### config.mk
export PLATFORM = sky130hd
export DESIGN_NAME = ram_arbiter
export DESIGN_NICKNAME = d
export VERILOG_FILES = /design/src/rtl/ram_arb_pkg.sv /design/src/rtl/spi_byte_shifter.sv /design/src/rtl/ram_arbiter.sv
export SDC_FILE = /design/constraint.sdc
export NUM_CORES = 1
export LEC_CHECK = 0
export ABC_AREA = 1
export CORE_MARGIN = 5
export CORE_UTILIZATION = 40
export CTS_CLUSTER_SIZE = 14
export DETAILED_ROUTE_END_ITERATION = 16
export PLACE_DENSITY = 0.67
export RECOVER_POWER = 25
export REMOVE_ABC_BUFFERS = 1
export SYNTH_ARGS = -nofsm -noshare
export SYNTH_HDL_FRONTEND = slang
export SYNTH_HIERARCHICAL = 1
export SYNTH_SLANG_ARGS = --single-unit
### constraint.sdc
create_clock -name clk -period 2.3 [get_ports clk]
set_input_delay 0.345 -clock clk [delete_from_list [all_inputs] [get_ports clk]]
set_output_delay 0.345 -clock clk [all_outputs]
set_load 0.01 [all_outputs]
### src/rtl/ram_arb_pkg.sv
// Shared constants and types for the serial-RAM arbiter and its SPI byte shifter.
package ram_arb_pkg;

   localparam logic [7:0] RAM_OP_WRITE = 8'h02;
   localparam logic [7:0] RAM_OP_READ  = 8'h03;

   localparam logic REQ_MCU = 1'b0;
   localparam logic REQ_COP = 1'b1;

   typedef enum logic [2:0] {
      StIdle,
      StSetup,
      StCmd,
      StAddrHi,
      StAddrLo,
      StData,
      StHold
   } ram_state_e;

endpackage

### src/rtl/spi_byte_shifter.sv
// SPI mode-0 byte engine: SCK divider, bit counter and TX/RX shift registers.
// A load with lead set prepends one SCK-low half period before the first bit.
module spi_byte_shifter #(
   parameter int unsigned CLK_DIV = 2
) (
   input  logic       clk,
   input  logic       reset_n,
   input  logic       load,
   input  logic       lead,
   input  logic [7:0] tx_byte,
   input  logic       miso,
   output logic       sck,
   output logic       mosi,
   output logic       lead_done,
   output logic       rx_done,
   output logic       byte_done,
   output logic [7:0] rx_byte
);

   localparam int unsigned DivW = (CLK_DIV > 1) ? $clog2(CLK_DIV) : 1;
   localparam logic [DivW-1:0] DivMax = DivW'(CLK_DIV - 1);

   logic            busy_q;
   logic            lead_q;
   logic            sck_q;
   logic [2:0]      bit_q;
   logic [7:0]      tx_q;
   logic [7:0]      rx_q;
   logic [DivW-1:0] div_q;
   logic            half_end;

   assign half_end  = (div_q == DivMax);
   assign lead_done = busy_q && lead_q && half_end;
   assign rx_done   = busy_q && !lead_q && !sck_q && half_end && (bit_q == 3'd7);
   assign byte_done = busy_q && !lead_q && sck_q && half_end && (bit_q == 3'd7);
   // Includes the bit being sampled this clk so the byte is usable on rx_done.
   assign rx_byte   = {rx_q[6:0], miso};
   assign sck       = sck_q;
   assign mosi      = tx_q[7];

   always_ff @(posedge clk) begin
      if (!reset_n) begin
         busy_q <= 1'b0;
         lead_q <= 1'b0;
         sck_q  <= 1'b0;
         bit_q  <= 3'd0;
         tx_q   <= 8'h00;
         rx_q   <= 8'h00;
         div_q  <= '0;
      end else if (load) begin
         busy_q <= 1'b1;
         lead_q <= lead;
         sck_q  <= 1'b0;
         bit_q  <= 3'd0;
         tx_q   <= tx_byte;
         div_q  <= '0;
      end else if (busy_q) begin
         if (half_end) begin
            div_q <= '0;
            if (lead_q) begin
               lead_q <= 1'b0;
            end else if (!sck_q) begin
               sck_q <= 1'b1;
               rx_q  <= {rx_q[6:0], miso};
            end else begin
               // Shifting a zero in leaves MOSI low once the last bit is out.
               sck_q <= 1'b0;
               tx_q  <= {tx_q[6:0], 1'b0};
               bit_q <= bit_q + 3'd1;
               if (bit_q == 3'd7) begin
                  busy_q <= 1'b0;
               end
            end
         end else begin
            div_q <= div_q + 1'b1;
         end
      end
   end

endmodule

### src/rtl/ram_arbiter.sv
// Round-robin arbiter between MCU and coprocessor for the shared SPI serial RAM;
// sequences opcode, 16-bit address and a data burst for one requester at a time.
module ram_arbiter
   import ram_arb_pkg::*;
#(
   parameter int unsigned CLK_DIV = 2
) (
   input  logic        clk,
   input  logic        reset_n,
   input  logic [1:0]  req,
   input  logic [1:0]  we,
   input  logic [31:0] addr,
   input  logic [15:0] len,
   input  logic [15:0] wdata,
   output logic [1:0]  grant,
   output logic [1:0]  wr_ack,
   output logic [1:0]  rd_valid,
   output logic [1:0]  done,
   output logic [7:0]  rdata,
   output logic        ram_nss,
   output logic        ram_sck,
   output logic        ram_mosi,
   input  logic        ram_miso
);

   localparam int unsigned HoldW = (CLK_DIV > 0) ? $clog2(2 * CLK_DIV) : 1;
   localparam logic [HoldW-1:0] HoldMax = HoldW'(2 * CLK_DIV - 1);

   ram_state_e       state_q;
   logic             last_q;
   logic             gidx_q;
   logic             we_q;
   logic [15:0]      addr_q;
   logic [7:0]       cnt_q;
   logic [HoldW-1:0] hold_q;

   logic       arb_idx;
   logic       sh_load;
   logic       sh_lead;
   logic [7:0] sh_tx;
   logic [7:0] wdata_sel;
   logic       lead_done;
   logic       rx_done;
   logic       byte_done;
   logic [7:0] rx_byte;

   always_comb begin
      if (req == 2'b11) begin
         arb_idx = (last_q == REQ_COP) ? REQ_MCU : REQ_COP;
      end else begin
         arb_idx = req[0] ? REQ_MCU : REQ_COP;
      end
   end

   assign wdata_sel = gidx_q ? wdata[15:8] : wdata[7:0];

   always_comb begin
      sh_load = 1'b0;
      sh_lead = 1'b0;
      sh_tx   = 8'h00;
      unique case (state_q)
         StIdle: begin
            if (|req) begin
               sh_load = 1'b1;
               sh_lead = 1'b1;
               sh_tx   = we[arb_idx] ? RAM_OP_WRITE : RAM_OP_READ;
            end
         end
         StCmd: begin
            sh_load = byte_done;
            sh_tx   = addr_q[15:8];
         end
         StAddrHi: begin
            sh_load = byte_done;
            sh_tx   = addr_q[7:0];
         end
         StAddrLo: begin
            sh_load = byte_done;
            sh_tx   = we_q ? wdata_sel : 8'h00;
         end
         StData: begin
            sh_load = byte_done && (cnt_q != 8'd0);
            sh_tx   = we_q ? wdata_sel : 8'h00;
         end
         default: ;
      endcase
   end

   always_ff @(posedge clk) begin
      if (!reset_n) begin
         state_q  <= StIdle;
         last_q   <= REQ_COP;
         gidx_q   <= REQ_MCU;
         we_q     <= 1'b0;
         addr_q   <= 16'h0000;
         cnt_q    <= 8'd0;
         hold_q   <= '0;
         grant    <= 2'b00;
         wr_ack   <= 2'b00;
         rd_valid <= 2'b00;
         done     <= 2'b00;
         rdata    <= 8'h00;
         ram_nss  <= 1'b1;
      end else begin
         wr_ack   <= 2'b00;
         rd_valid <= 2'b00;
         done     <= 2'b00;
         unique case (state_q)
            StIdle: begin
               if (|req) begin
                  gidx_q  <= arb_idx;
                  last_q  <= arb_idx;
                  we_q    <= we[arb_idx];
                  addr_q  <= arb_idx ? addr[31:16] : addr[15:0];
                  cnt_q   <= (arb_idx ? len[15:8] : len[7:0]) - 8'd1;
                  grant   <= arb_idx ? 2'b10 : 2'b01;
                  ram_nss <= 1'b0;
                  state_q <= StSetup;
               end
            end
            StSetup: begin
               if (lead_done) state_q <= StCmd;
            end
            StCmd: begin
               if (byte_done) state_q <= StAddrHi;
            end
            StAddrHi: begin
               if (byte_done) state_q <= StAddrLo;
            end
            StAddrLo: begin
               if (byte_done) begin
                  state_q <= StData;
                  if (we_q) wr_ack[gidx_q] <= 1'b1;
               end
            end
            StData: begin
               if (rx_done && !we_q) begin
                  rdata            <= rx_byte;
                  rd_valid[gidx_q] <= 1'b1;
               end
               if (byte_done) begin
                  if (cnt_q == 8'd0) begin
                     state_q      <= StHold;
                     ram_nss      <= 1'b1;
                     grant        <= 2'b00;
                     done[gidx_q] <= 1'b1;
                     hold_q       <= HoldMax;
                  end else begin
                     cnt_q <= cnt_q - 8'd1;
                     if (we_q) wr_ack[gidx_q] <= 1'b1;
                  end
               end
            end
            StHold: begin
               if (hold_q == '0) begin
                  state_q <= StIdle;
               end else begin
                  hold_q <= hold_q - 1'b1;
               end
            end
            default: state_q <= StIdle;
         endcase
      end
   end

   spi_byte_shifter #(
      .CLK_DIV (CLK_DIV)
   ) u_shifter (
      .clk       (clk),
      .reset_n   (reset_n),
      .load      (sh_load),
      .lead      (sh_lead),
      .tx_byte   (sh_tx),
      .miso      (ram_miso),
      .sck       (ram_sck),
      .mosi      (ram_mosi),
      .lead_done (lead_done),
      .rx_done   (rx_done),
      .byte_done (byte_done),
      .rx_byte   (rx_byte)
   );

endmodule

# [After elaboration in Yosys (flattened, before gate mapping)]
# Cells that the tools add are included.
[op_classes] mux=64 n_eq_ne=19 n_reduce_logical=41 bitwise_logic=4 addsub=5 n_lt_le_gt_ge=3
[ops] operator="8-bit 2-to-1 mux" count=11
[ops] operator="8-bit case mux with 4 select lines" count=1
[ops] operator="2-bit 2-to-1 mux" count=12
[ops] operator="3-bit 2-to-1 mux" count=8
[ops] operator="4-bit AND reduction" count=6
[ops] operator="1-bit 2-to-1 mux" count=23
[ops] operator="2-bit inequality test (second input constant)" count=11
[ops] operator="3-bit case mux with 7 select lines" count=1
[ops] operator="16-bit 2-to-1 mux" count=1
[ops] operator="8-bit case mux with 2 select lines" count=1
[ops] operator="8-bit by 1-bit subtractor with 8-bit output (second input constant)" count=2
[ops] operator="3-bit equality test (second input constant)" count=4
[ops] operator="1-bit logical AND" count=12
[ops] operator="2-bit case mux with 2 select lines" count=3
[ops] operator="2-bit nonzero test" count=5
[ops] operator="8-bit logical NOT" count=1
[ops] operator="8-bit AND reduction" count=1
[ops] operator="8-bit nonzero test" count=1
[ops] operator="3-bit by 2-bit equality test with 1-bit output (second input constant)" count=2
[ops] operator="2-bit AND reduction" count=3
[ops] operator="3-bit AND reduction" count=2
[ops] operator="2-bit OR reduction" count=3
[ops] operator="5-bit AND reduction" count=1
[ops] operator="1-bit by 2-bit less-than comparator with 1-bit output (second input constant)" count=2
[ops] operator="14 further kinds" count=19
[word_totals] ff_bits=71 wordCells=156 inputBits=71 out_inout_bits=19

# [Depth between registers and ports, before layout]
# Gate-level depths: netlist of the first run.
[depth] depth_word=9 depth_mapped=13 depth_no_buf=12

# [Hierarchy]
# The synthesis of the first run kept the hierarchy.
[by_module_without_submodules] module="ram_arbiter" instances=1 seq_area_each_um2=980.9 area_per_inst_um2=2596.2 cells_each=407
[by_module_without_submodules] module="spi_byte_shifter" instances=1 seq_area_each_um2=440.4 area_per_inst_um2=978.4 cells_each=138

# [Worst setup path before layout of the first run]
# OpenSTA, ideal clock, no wires.
[synth_timing] path_kind="reg-to-reg" start="register u_shifter.sck_q, in the netlist u_shifter/sck" end="register cnt_q[1]" required_time_ns=2.185 arrival_time_ns=1.817 slack_ns=0.367 synth_period_minus_slack_ns=1.933 setup_ns=0.115 n_path_buf=2 stages_incl_launch_ff=14 cell_sequence="dfxtp_1 > inv_1 > nor2_1 > nand2_2 > buf_4 > nor2_1 > o22ai_1 > inv_2 > o21ai_2 > inv_2 > buf_2 > nand2_1 > o21ai_0 > inv_1"
[synth_between] elab_chain_cells=5
[synth_lines] element="start, declared" line="spi_byte_shifter.sv:25" source="logic sck_q;"
[synth_lines] element="start signal, assigned" line="spi_byte_shifter.sv:45" source="sck_q <= 1'b0;"
[synth_lines] element="start signal, assigned" line="spi_byte_shifter.sv:53" source="sck_q <= 1'b0;"
[synth_lines] element="start signal, assigned" line="spi_byte_shifter.sv:63" source="sck_q <= 1'b1;"
[synth_lines] element="1-bit logical AND (3 in series)" line="spi_byte_shifter.sv:35" source="assign byte_done = busy_q && !lead_q && sck_q && half_end && (bit_q == 3'd7);"
[synth_lines] element="via byte_done" line="ram_arbiter.sv:44" source="logic byte_done;"
[synth_lines] element="2-bit inequality test (no line)"
[synth_lines] element="4-bit AND reduction (no line)"
[synth_lines] element="end signal, assigned" line="ram_arbiter.sv:115" source="cnt_q <= (arb_idx ? len[15:8] : len[7:0]) - 8'd1;"
[synth_lines] element="end signal, assigned" line="ram_arbiter.sv:149" source="cnt_q <= cnt_q - 8'd1;"
[synth_lines] element="end, declared" line="ram_arbiter.sv:34" source="logic [7:0] cnt_q;"
# The timed path passes the listed nets, and every way through them passes these cells.
# A chain may end at the register's enable or synchronous reset.

# [Worst setup path after layout of the first run]
[layout_timing] start="register state_q[0]" end="register u_shifter.tx_q[6]"
[layout_between] elab_chain_cells=5 elab_cells_between_ends=15 classes_between="eq/ne (5); mux (3); reduce/logical (7)"
[layout_lines] element="start, declared" line="ram_arbiter.sv:29" source="ram_state_e state_q;"
[layout_lines] element="start signal, assigned" line="ram_arbiter.sv:91" source="state_q <= StIdle;"
[layout_lines] element="start signal, assigned" line="ram_arbiter.sv:118" source="state_q <= StSetup;"
[layout_lines] element="start signal, assigned" line="ram_arbiter.sv:122" source="if (lead_done) state_q <= StCmd;"
[layout_lines] element="3-bit equality test / 3-bit by 2-bit equality test with 1-bit output (equally long branches)" line="ram_arbiter.sv:61" source="unique case (state_q)"
[layout_lines] element="3-bit OR reduction (no line)"
[layout_lines] element="1-bit case mux with 3 select lines (*)" line="ram_arbiter.sv:61"
[layout_lines] element="via sh_load" line="ram_arbiter.sv:38" source="logic sh_load;"
[layout_lines] element="2-bit inequality test (no line) / 2-bit nonzero test (equally long branches)"
[layout_lines] element="4-bit AND reduction (no line)"
[layout_lines] element="end signal, assigned" line="spi_byte_shifter.sv:55" source="tx_q <= tx_byte;"
[layout_lines] element="end signal, assigned" line="spi_byte_shifter.sv:68" source="tx_q <= {tx_q[6:0], 1'b0};"
[layout_lines] element="end, declared" line="spi_byte_shifter.sv:27" source="logic [7:0] tx_q;"
# Mark *: on every way through the listed nets, which the timed path passes. The rest lies on a longest branch.

==> flow_summary.toml, run 1 <==
[outcome]
status = "complete, no violations"

[critical_path]
crit_fanout = 16
endpoint_kind = "flop"
path_common_cell = "nor2_2"
worstPathRequired_ps = 2580
cp_data_arrival_time_ps = 2320
max_stage_delay_ps = 460
start_kind = "flop"
slowest_stage = "dfxtp_1"
critical_path_class = "reg2reg"
crit_chain = "nand3_4, nor2_2, nor2_2, nand2_1, a21o_1, inv_2, o21ai_1, nand3_1, a21oi_1"

[floorplan]
dieArea_um2 = 10900
num_rows = 34
pin_count = 90
start_util_pct = 41.0
die_width_um = 105
core_um2 = 8720
die_h_um = 105

[logic_synthesis]
synthFlopType = "dfxtp_1"
syn_area_per_cell_um2 = 6.56
synth_top_cell_by_area = "dfxtp_1"
ys_top_cells_by_area = "dfxtp_1 (40%), nand2_1 (14%), a21oi_1 (9.0%)"
synth_seq_cells = 71
synth_seq_area_share_pct = 39.8
netlist_instances = 545
ys_top_cells_by_count = "nand2_1 (130), nor2_1 (78), dfxtp_1 (71)"
async_reset_ff_share_pct = 0
yosysMostFrequentCell = "nand2_1"
synth_warnings = 6
synth_top_area_share_pct = 39.8
synth_edf_count = 0
netlist_area_um2 = 3570
synthDistinctLibCells = 30

[clock_tree]
cts_buffers = 9
cts.path.max_buffers = 2
clock_sinks = 71
cts_root_buf = "clkbuf_8"
clk_pin_slew_worst_paths_ps = 80
clk_latency_ps = 350
htreeDepth = 3
cts_tree = "built"

[placement]
numPortBuffers = 89
gp_congestion = 0.831
place_ws_ps = 140
dp_hpwl_mm = 7.70

[route]
vias_per_cell = 5.04
drc_errors = 0
num_vias = 3785
totalWireLength_mm = 10.0
drtIter0Drc = 159
first_pass_iters = 5
wl_per_cell_um = 13.3
drtAntennaViolNets = 0

[grt]
antenna_found_initial = 0
grt_pass1_vias = 3669
grt_util_all_layers_pct = 18.4
grt_pass1_wl_mm = 16.9
overflow = 0
grt_max_degree = 21

[timing]
maxSlewViolCount = 0
max_slew_margin_pct = 63.6
hold_violations = 0
whs_ps = 452
fin_crit_sh_pct = 88.7
worst_pin_slew_ps = 545
setup_viol_count_final = 0
max_freq_ghz = 0.490
fin_ws_ps = 260
rsz0062_at_grt = "no"
fin_skew_ps = 9.93
period_needed_ps = 2040

[final_layout]
num-nets-final = 712
ff_latch_area_um2 = 1420
syn2layout_area_growth_pct = 34.1
diodes = 0
n_fill_cell = 882
multi_input_area_um2 = 1890
drive_above_1_share_pct = 8.55

[worst_hold_path]
holdCritPathClass = "reg2reg"

[pwr]
power.density_nw_per_um2 = 914
p_leak_uw = 0.00207
finalPower_uw = 4380
ir_drop_v = 0.000391

[job]
maxCapViolCount = 0
-- flip-flops by register name (all words and copies together) (netlist names), 3 cells and up --
name / count
addr_q: 16
cnt_q: 8
rdata: 8
state_q: 3
u_shifter/bit_q: 3
u_shifter/rx_q: 7
u_shifter/tx_q: 8
-- what timing repair did --
action                                  CTS  global route
buffers inserted                          0             0
endpoints found under the setup margin    0             7
hold buffers                              0             0
gates resized for setup                   0             2
-- final timing paths --
kind | from | endpoint | slack, ps | depth (start not counted)
setup reg to reg | state_q[0] | u_shifter/tx_q[6] | 260 | 9
hold / removal | grant[0] | grant[0] | 450 | 2
hold reg to reg | grant[0] | grant[0] | 450 | 2
setup / recovery | state_q[0] | u_shifter/tx_q[6] | 260 | 9
-- worst max-delay path: cells and delay by family (launching register included) --
kind,cells,cell delay [ps]
simple gates,5,760
buf+inv,1,100
flops,1,460
compound gates,3,650
-- through the flow --
step                      instances  util (%)  cell area, um2  TNS [ps]
after floorplan                 521         -            3450      -218
after global placement          735      52.8            4610         0
after detailed placement        735      52.8            4610         0
after CTS                       751      54.9            4790         0
after global routing            751      55.0            4790         0
final                           751      55.0            4790         0
-- cell families (layout without fill, tap and decap cells) --
family / count (synthesis) / count (layout) / synth area share (%)
adder cells (fa/ha/maj): 3 / 3 / 1.05
buffers and inverters: 64 / 162 / 7.60
flip-flops: 71 / 71 / 39.8
AO/OA/AOI/OAI: 122 / 122 / 17.9
AND/OR/NAND/NOR: 285 / 285 / 33.7
-- where the power goes --
| part | internal, uW | switching, uW |
|---|---|---|
| Combinational | 657 | 1090 |
| Clock | 426 | 491 |
| Sequential | 1510 | 208 |
-- cell type report --
| cell class | instances | area share [%] |
|---|---|---|
| Multi-Input combinational cell | 410 | 39.4 |
| Sequential cell | 71 | 29.7 |
| Timing Repair Buffer | 106 | 21.2 |
| Inverter | 40 | 3.13 |
| Clock buffer | 10 | 2.87 |
| Tap cell | 108 | 2.82 |
| Clock inverter | 6 | 0.914 |
-- layer usage --
metal	share of wire (%)	vias up	global-route usage, %
met2	47	99	29.3
li1	-	1980	-
met1	46	1690	24.1
met4	1.3	0	6.01
met5	0	-	0
met3	5.9	16	5.12
-- cell usage in the layout, fill, tap and decap left out, types with 8 or more instances in the layout --
master	n
inv_2	8
nand2_1	130
dlygate4sd3_1	13
o21ai_0	45
a21oi_1	64
nor2_1	76
inv_1	30
clkbuf_8	10
buf_4	17
dfxtp_1	71
clkdlybuf4s50_1	76
nand3_1	56
(Power assumes the default switching activity.)
==> run 2: changes to the inputs <==
--- a/config.mk
+++ b/config.mk
@@ -7,10 +7,10 @@
 export LEC_CHECK = 0
 export ABC_AREA = 1
 export CORE_MARGIN = 5
-export CORE_UTILIZATION = 40
+export CORE_UTILIZATION = 49
 export CTS_CLUSTER_SIZE = 14
 export DETAILED_ROUTE_END_ITERATION = 16
-export PLACE_DENSITY = 0.67
+export PLACE_DENSITY = 0.8
 export RECOVER_POWER = 25
 export REMOVE_ABC_BUFFERS = 1
 export SYNTH_ARGS = -nofsm -noshare
==> flow_summary.toml, run 2 (synthesis results as in run 1) <==
[timing]
fin_crit_sh_pct = 91.3
max_slew_margin_pct = 59.0
whs_ps = 449
worst_pin_slew_ps = 613
fin_skew_ps = 9.72
rsz0062_at_grt = "no"
fin_ws_ps = 200
period_needed_ps = 2100
hold_violations = 0
setup_viol_count_final = 0
maxSlewViolCount = 0
max_freq_ghz = 0.476

[clock_tree]
clk_latency_ps = 360
cts_root_buf = "clkbuf_8"
cts_buffers = 9
cts_tree = "built"
clock_sinks = 71
clk_pin_slew_worst_paths_ps = 80
cts.path.max_buffers = 2
htreeDepth = 3
holdBufCountCts = 0

[placement]
gp_congestion = 0.885
numPortBuffers = 89
dp_hpwl_mm = 7.06
place_ws_ps = 151
place_area_um2 = 4570

[final_layout]
final_util_pct = 67.0
ff_latch_area_um2 = 1420
regMostFlops = "addr_q"
syn2layout_area_growth_pct = 34.5
diodes = 0
multi_input_area_um2 = 1900
layout_commonest_cell = "nand2_1"
n_fill_cell = 619
drive_above_1_share_pct = 8.14
num-nets-final = 708
largest_reg_flops = 16
layout_common_cells = "nand2_1 (130), nor2_1 (76), dfxtp_1 (71), clkdlybuf4s50_1 (71), a21oi_1 (64)"
final_area_um2 = 4810

[route]
wl_per_cell_um = 13.3
totalWireLength_mm = 9.78
drtAntennaViolNets = 0
drc_errors = 0
num_vias = 3862
first_pass_iters = 4
vias_per_cell = 5.23
drtIter0Drc = 226

[pwr]
p_clk_share_pct = 24.9
power.switching_uw = 1840
ir_drop_v = 0.000570
combPwrFrac_pct = 38.0
intPower_uw = 2780
swShare_pct = 39.9
p_leak_uw = 0.00210
power.density_nw_per_um2 = 960
pwr-share-seq_pct = 37.1

[critical_path]
critical_path_class = "reg2reg"
crit_buf_inv = 4
max_stage_delay_ps = 380
worstPathRequired_ps = 2550
cp_data_arrival_time_ps = 2350
crit_chain = "inv_1, nor2_1, nand2_4, nor2_2, o22ai_1, inv_2, o21ai_2, inv_2, o21ai_0, o21ai_0, inv_1"
start_kind = "flop"
endpoint_kind = "flop"
timing.critical_path.max_delay_family = "compound AO/OA/AOI/OAI gates"
crit_fanout = 13
slowest_stage = "dfxtp_1"

[grt]
grt_max_degree = 37
grt_pass1_wl_mm = 16.2
grt_pass1_vias = 3652
grt_util_all_layers_pct = 22.4
antenna_found_initial = 0
overflow = 0

[outcome]
status = "complete, no violations"

[floorplan]
start_util_pct = 49.8
dieArea_um2 = 9100
num_rows = 31
die_h_um = 95.4
pin_count = 90
die_width_um = 95.4
core_um2 = 7180

[job]
maxCapViolCount = 0

[worst_hold_path]
holdCritPathClass = "reg2reg"
run 2: changes by cell type in the layout (fill, tap and decap cells not counted), moves of 2 or more:
| cell | before | now |
|---|---|---|
| bufinv_16 | 0 | 2 |
| clkinv_2 | 2 | 0 |
| dlygate4sd3_1 | 13 | 18 |
| buf_4 | 17 | 13 |
| clkdlybuf4s50_1 | 76 | 71 |
run 2: worst paths after layout:
kind	endpoint	slack, ps	from	depth (start not counted)
min reg2reg	grant[0]	450	grant[0]	2
max	cnt_q[4]	200	u_shifter/sck	11
min	grant[0]	450	grant[0]	2
max reg2reg	cnt_q[4]	200	u_shifter/sck	11
run 2: area by class of cell:
| type | instances | area share (%) |
|---|---|---|
| Multi-Input combinational cell | 410 | 39.4 |
| Clock buffer | 9 | 2.58 |
| Inverter | 40 | 3.12 |
| Clock inverter | 7 | 2.19 |
| Tap cell | 99 | 2.58 |
| Timing Repair Buffer | 102 | 20.6 |
| Sequential cell | 71 | 29.6 |
run 2: metal layers:
layer,GRT usage [%],vias to the layer above,wire [um]
li1,-,1976,-
met1,28.7,1730,4250
met2,36.1,135,4630
met3,4.34,21,663
met4,10.8,0,235
met5,0,-,0
run 2: metrics by stage:
stage | power [uW] | setup TNS (ps) | std cells
CTS | 4610 | 0 | 738
global route | 4940 | 0 | 738
finish | 4620 | 0 | 738
detailed placement | 3460 | 0 | 722
global placement | 3410 | 0 | 722
floorplan | 2830 | -218 | 521
run 2: worst register-to-register path, cell delays in order, from the launching register on:
cell	delay, ps
dfxtp_1	380
inv_1	100
nor2_1	230
nand2_4	160
nor2_2	200
o22ai_1	150
inv_2	80
o21ai_2	100
inv_2	180
o21ai_0	120
o21ai_0	230
inv_1	70
run 2: power groups by stage:
| stage | clock [uW] | combinational, uW | sequential, uW |
|---|---|---|---|
| after floorplan | 0 | 1130 | 1700 |
| after global placement | 0 | 1690 | 1720 |
| after detailed placement | 0 | 1720 | 1730 |
| after CTS | 1150 | 1740 | 1710 |
| after global routing | 1210 | 1970 | 1750 |
| final | 1150 | 1750 | 1710 |
run 2: timing repair:
| action | CTS | global route |
|---|---|---|
| gates resized for setup | 0 | 4 |
| endpoints found under the setup margin | 0 | 8 |
| setup buffers | 0 | 0 |
==> run 3: changes to the inputs <==
--- a/config.mk
+++ b/config.mk
@@ -12,7 +12,6 @@
 export DETAILED_ROUTE_END_ITERATION = 16
 export PLACE_DENSITY = 0.8
 export RECOVER_POWER = 25
-export REMOVE_ABC_BUFFERS = 1
 export SYNTH_ARGS = -nofsm -noshare
 export SYNTH_HDL_FRONTEND = slang
 export SYNTH_HIERARCHICAL = 1
==> flow_summary.toml, run 3 (synthesis results as in run 1) <==
[outcome]
status = "complete, no violations"

[final_layout]
layout_commonest_cell = "nand2_1"
multi_input_area_um2 = 1890
regMostFlops = "addr_q"
layout_common_cells = "nand2_1 (130), nor2_1 (77), clkdlybuf4s50_1 (72)"
n_fill_cell = 642
syn2layout_area_growth_pct = 33.8
drive_above_1_share_pct = 7.97
num-nets-final = 709
largest_reg_flops = 16
diodes = 0
ff_latch_area_um2 = 1420

[critical_path]
endpoint_kind = "flop"
endpoint = "u_shifter/tx_q[5]"
reg2reg_from = "state_q[1]"
rr_endpoint = "u_shifter/tx_q[5]"
crit_fanout = 16
crit_chain = "inv_2, nand3_4, nor2_1, nor2_2, nand2_1, a21o_1, inv_2, buf_4, nand2_1, nand2_1, nand3_1, a21oi_1"
critical_path_class = "reg2reg"
path_common_cell = "nand2_1"
ff2ff_setup_slack_ps = 220
slowest_stage = "dfxtp_1"
start_kind = "flop"
cp_data_arrival_time_ps = 2370
reg2reg_depth = 12
cp-startpoint = "state_q[1]"
worstPathRequired_ps = 2580
crit_buf_inv = 3
crit_cells = 12
timing.critical_path.max_delay_family = "simple AND/OR/NAND/NOR gates"
max_stage_delay_ps = 460

[pwr]
power.density_nw_per_um2 = 947
power.switching_uw = 1860
p_clk_share_pct = 23.3
intPower_uw = 2670
p_leak_uw = 0.00207
pwr-share-seq_pct = 38.3
combPwrFrac_pct = 38.4
ir_drop_v = 0.000620
swShare_pct = 41.1

[clock_tree]
cts_buffers = 9
holdBufCountCts = 0
cts_tree = "built"
clock_sinks = 71
clk_latency_ps = 350
post_cts_buffers = 0
htreeDepth = 3
cts.path.max_buffers = 2
cts_root_buf = "clkbuf_8"
clk_pin_slew_worst_paths_ps = 90
cts-resized-gates = 0

[timing]
whs_ps = 450
setup_viol_count_final = 0
worst_pin_slew_ps = 639
final.setup.tns_ps = 0
fin_crit_sh_pct = 90.6
max_freq_ghz = 0.480
max_slew_margin_pct = 57.2
fin_skew_ps = 10.9
rsz0062_at_grt = "no"
hold_violations = 0
period_needed_ps = 2080
maxSlewViolCount = 0

[floorplan]
dieArea_um2 = 9100
die_h_um = 95.4
pin_count = 90
num_rows = 31
core_um2 = 7180
die_width_um = 95.4
start_util_pct = 49.8

[route]
wl_per_cell_um = 13.7
vias_per_cell = 5.23
num_vias = 3867
drtAntennaViolNets = 0
drc_errors = 0
first_pass_iters = 6
drtIter0Drc = 229
totalWireLength_mm = 10.1

[grt]
grt_pass1_vias = 3644
met3_usage_pct = 5.84
grt_pass1_wl_mm = 16.5
antenna_found_initial = 0
busiest_layer = "met2"
overflow = 0
met2_usage_pct = 39.1
grt_util_all_layers_pct = 22.9
grt_max_degree = 21
met1_usage_pct = 28.4

[worst_hold_path]
holdCritPathClass = "reg2reg"

[job]
maxCapViolCount = 0

[placement]
dp_hpwl_mm = 7.46
numPortBuffers = 89
gp_congestion = 0.919

[logic_synthesis]
synth_fp_nets = 619
[run 3: worst min path at each step]
stage	from	end	cells after the start
final	hold_q[0]	hold_q[0]	1
after global routing	hold_q[0]	hold_q[0]	1
after CTS	hold_q[0]	hold_q[0]	1
after detailed placement	hold_q[0]	hold_q[0]	1
after global placement	hold_q[0]	hold_q[0]	1
after floorplan	hold_q[0]	hold_q[0]	1
[run 3: cell type report]
class	count	area share, %
multi-input cells	410	39.5
flip-flops and latches	71	29.7
repair buffers	103	20.7
inverters	40	3.14
clock buffers	9	2.59
well taps	99	2.59
clock inverters	7	1.78
[run 3: stage by stage]
step | power, uW | area, um2 | utilization, % | worst slack, ps | instances
3_5_place_dp | 3460 | 4570 | 63.7 | 157 | 723
3_3_place_gp | 3410 | 4570 | 63.7 | 219 | 723
5_1_grt | 4850 | 4780 | 66.7 | 6.04 | 739
4_1_cts | 4520 | 4780 | 66.6 | 143 | 739
2_1_floorplan | 2920 | 3570 | - | 367 | 545
6_report | 4530 | 4780 | 66.7 | 215 | 739
[run 3: power by group through the flow]
stage | Sequential (uW) | Clock (uW) | Combinational (uW)
floorplan | 1690 | 0 | 1230
global placement | 1750 | 0 | 1670
detailed placement | 1750 | 0 | 1710
CTS | 1730 | 1070 | 1720
global route | 1770 | 1130 | 1950
finish | 1730 | 1060 | 1740
[run 3: routing by layer]
layer  part of all wire, %  up-vias
met1                    44     1749
met4                   1.5        0
met3                   7.2       18
li1                      -     1977
met5                     0        -
met2                    47      123
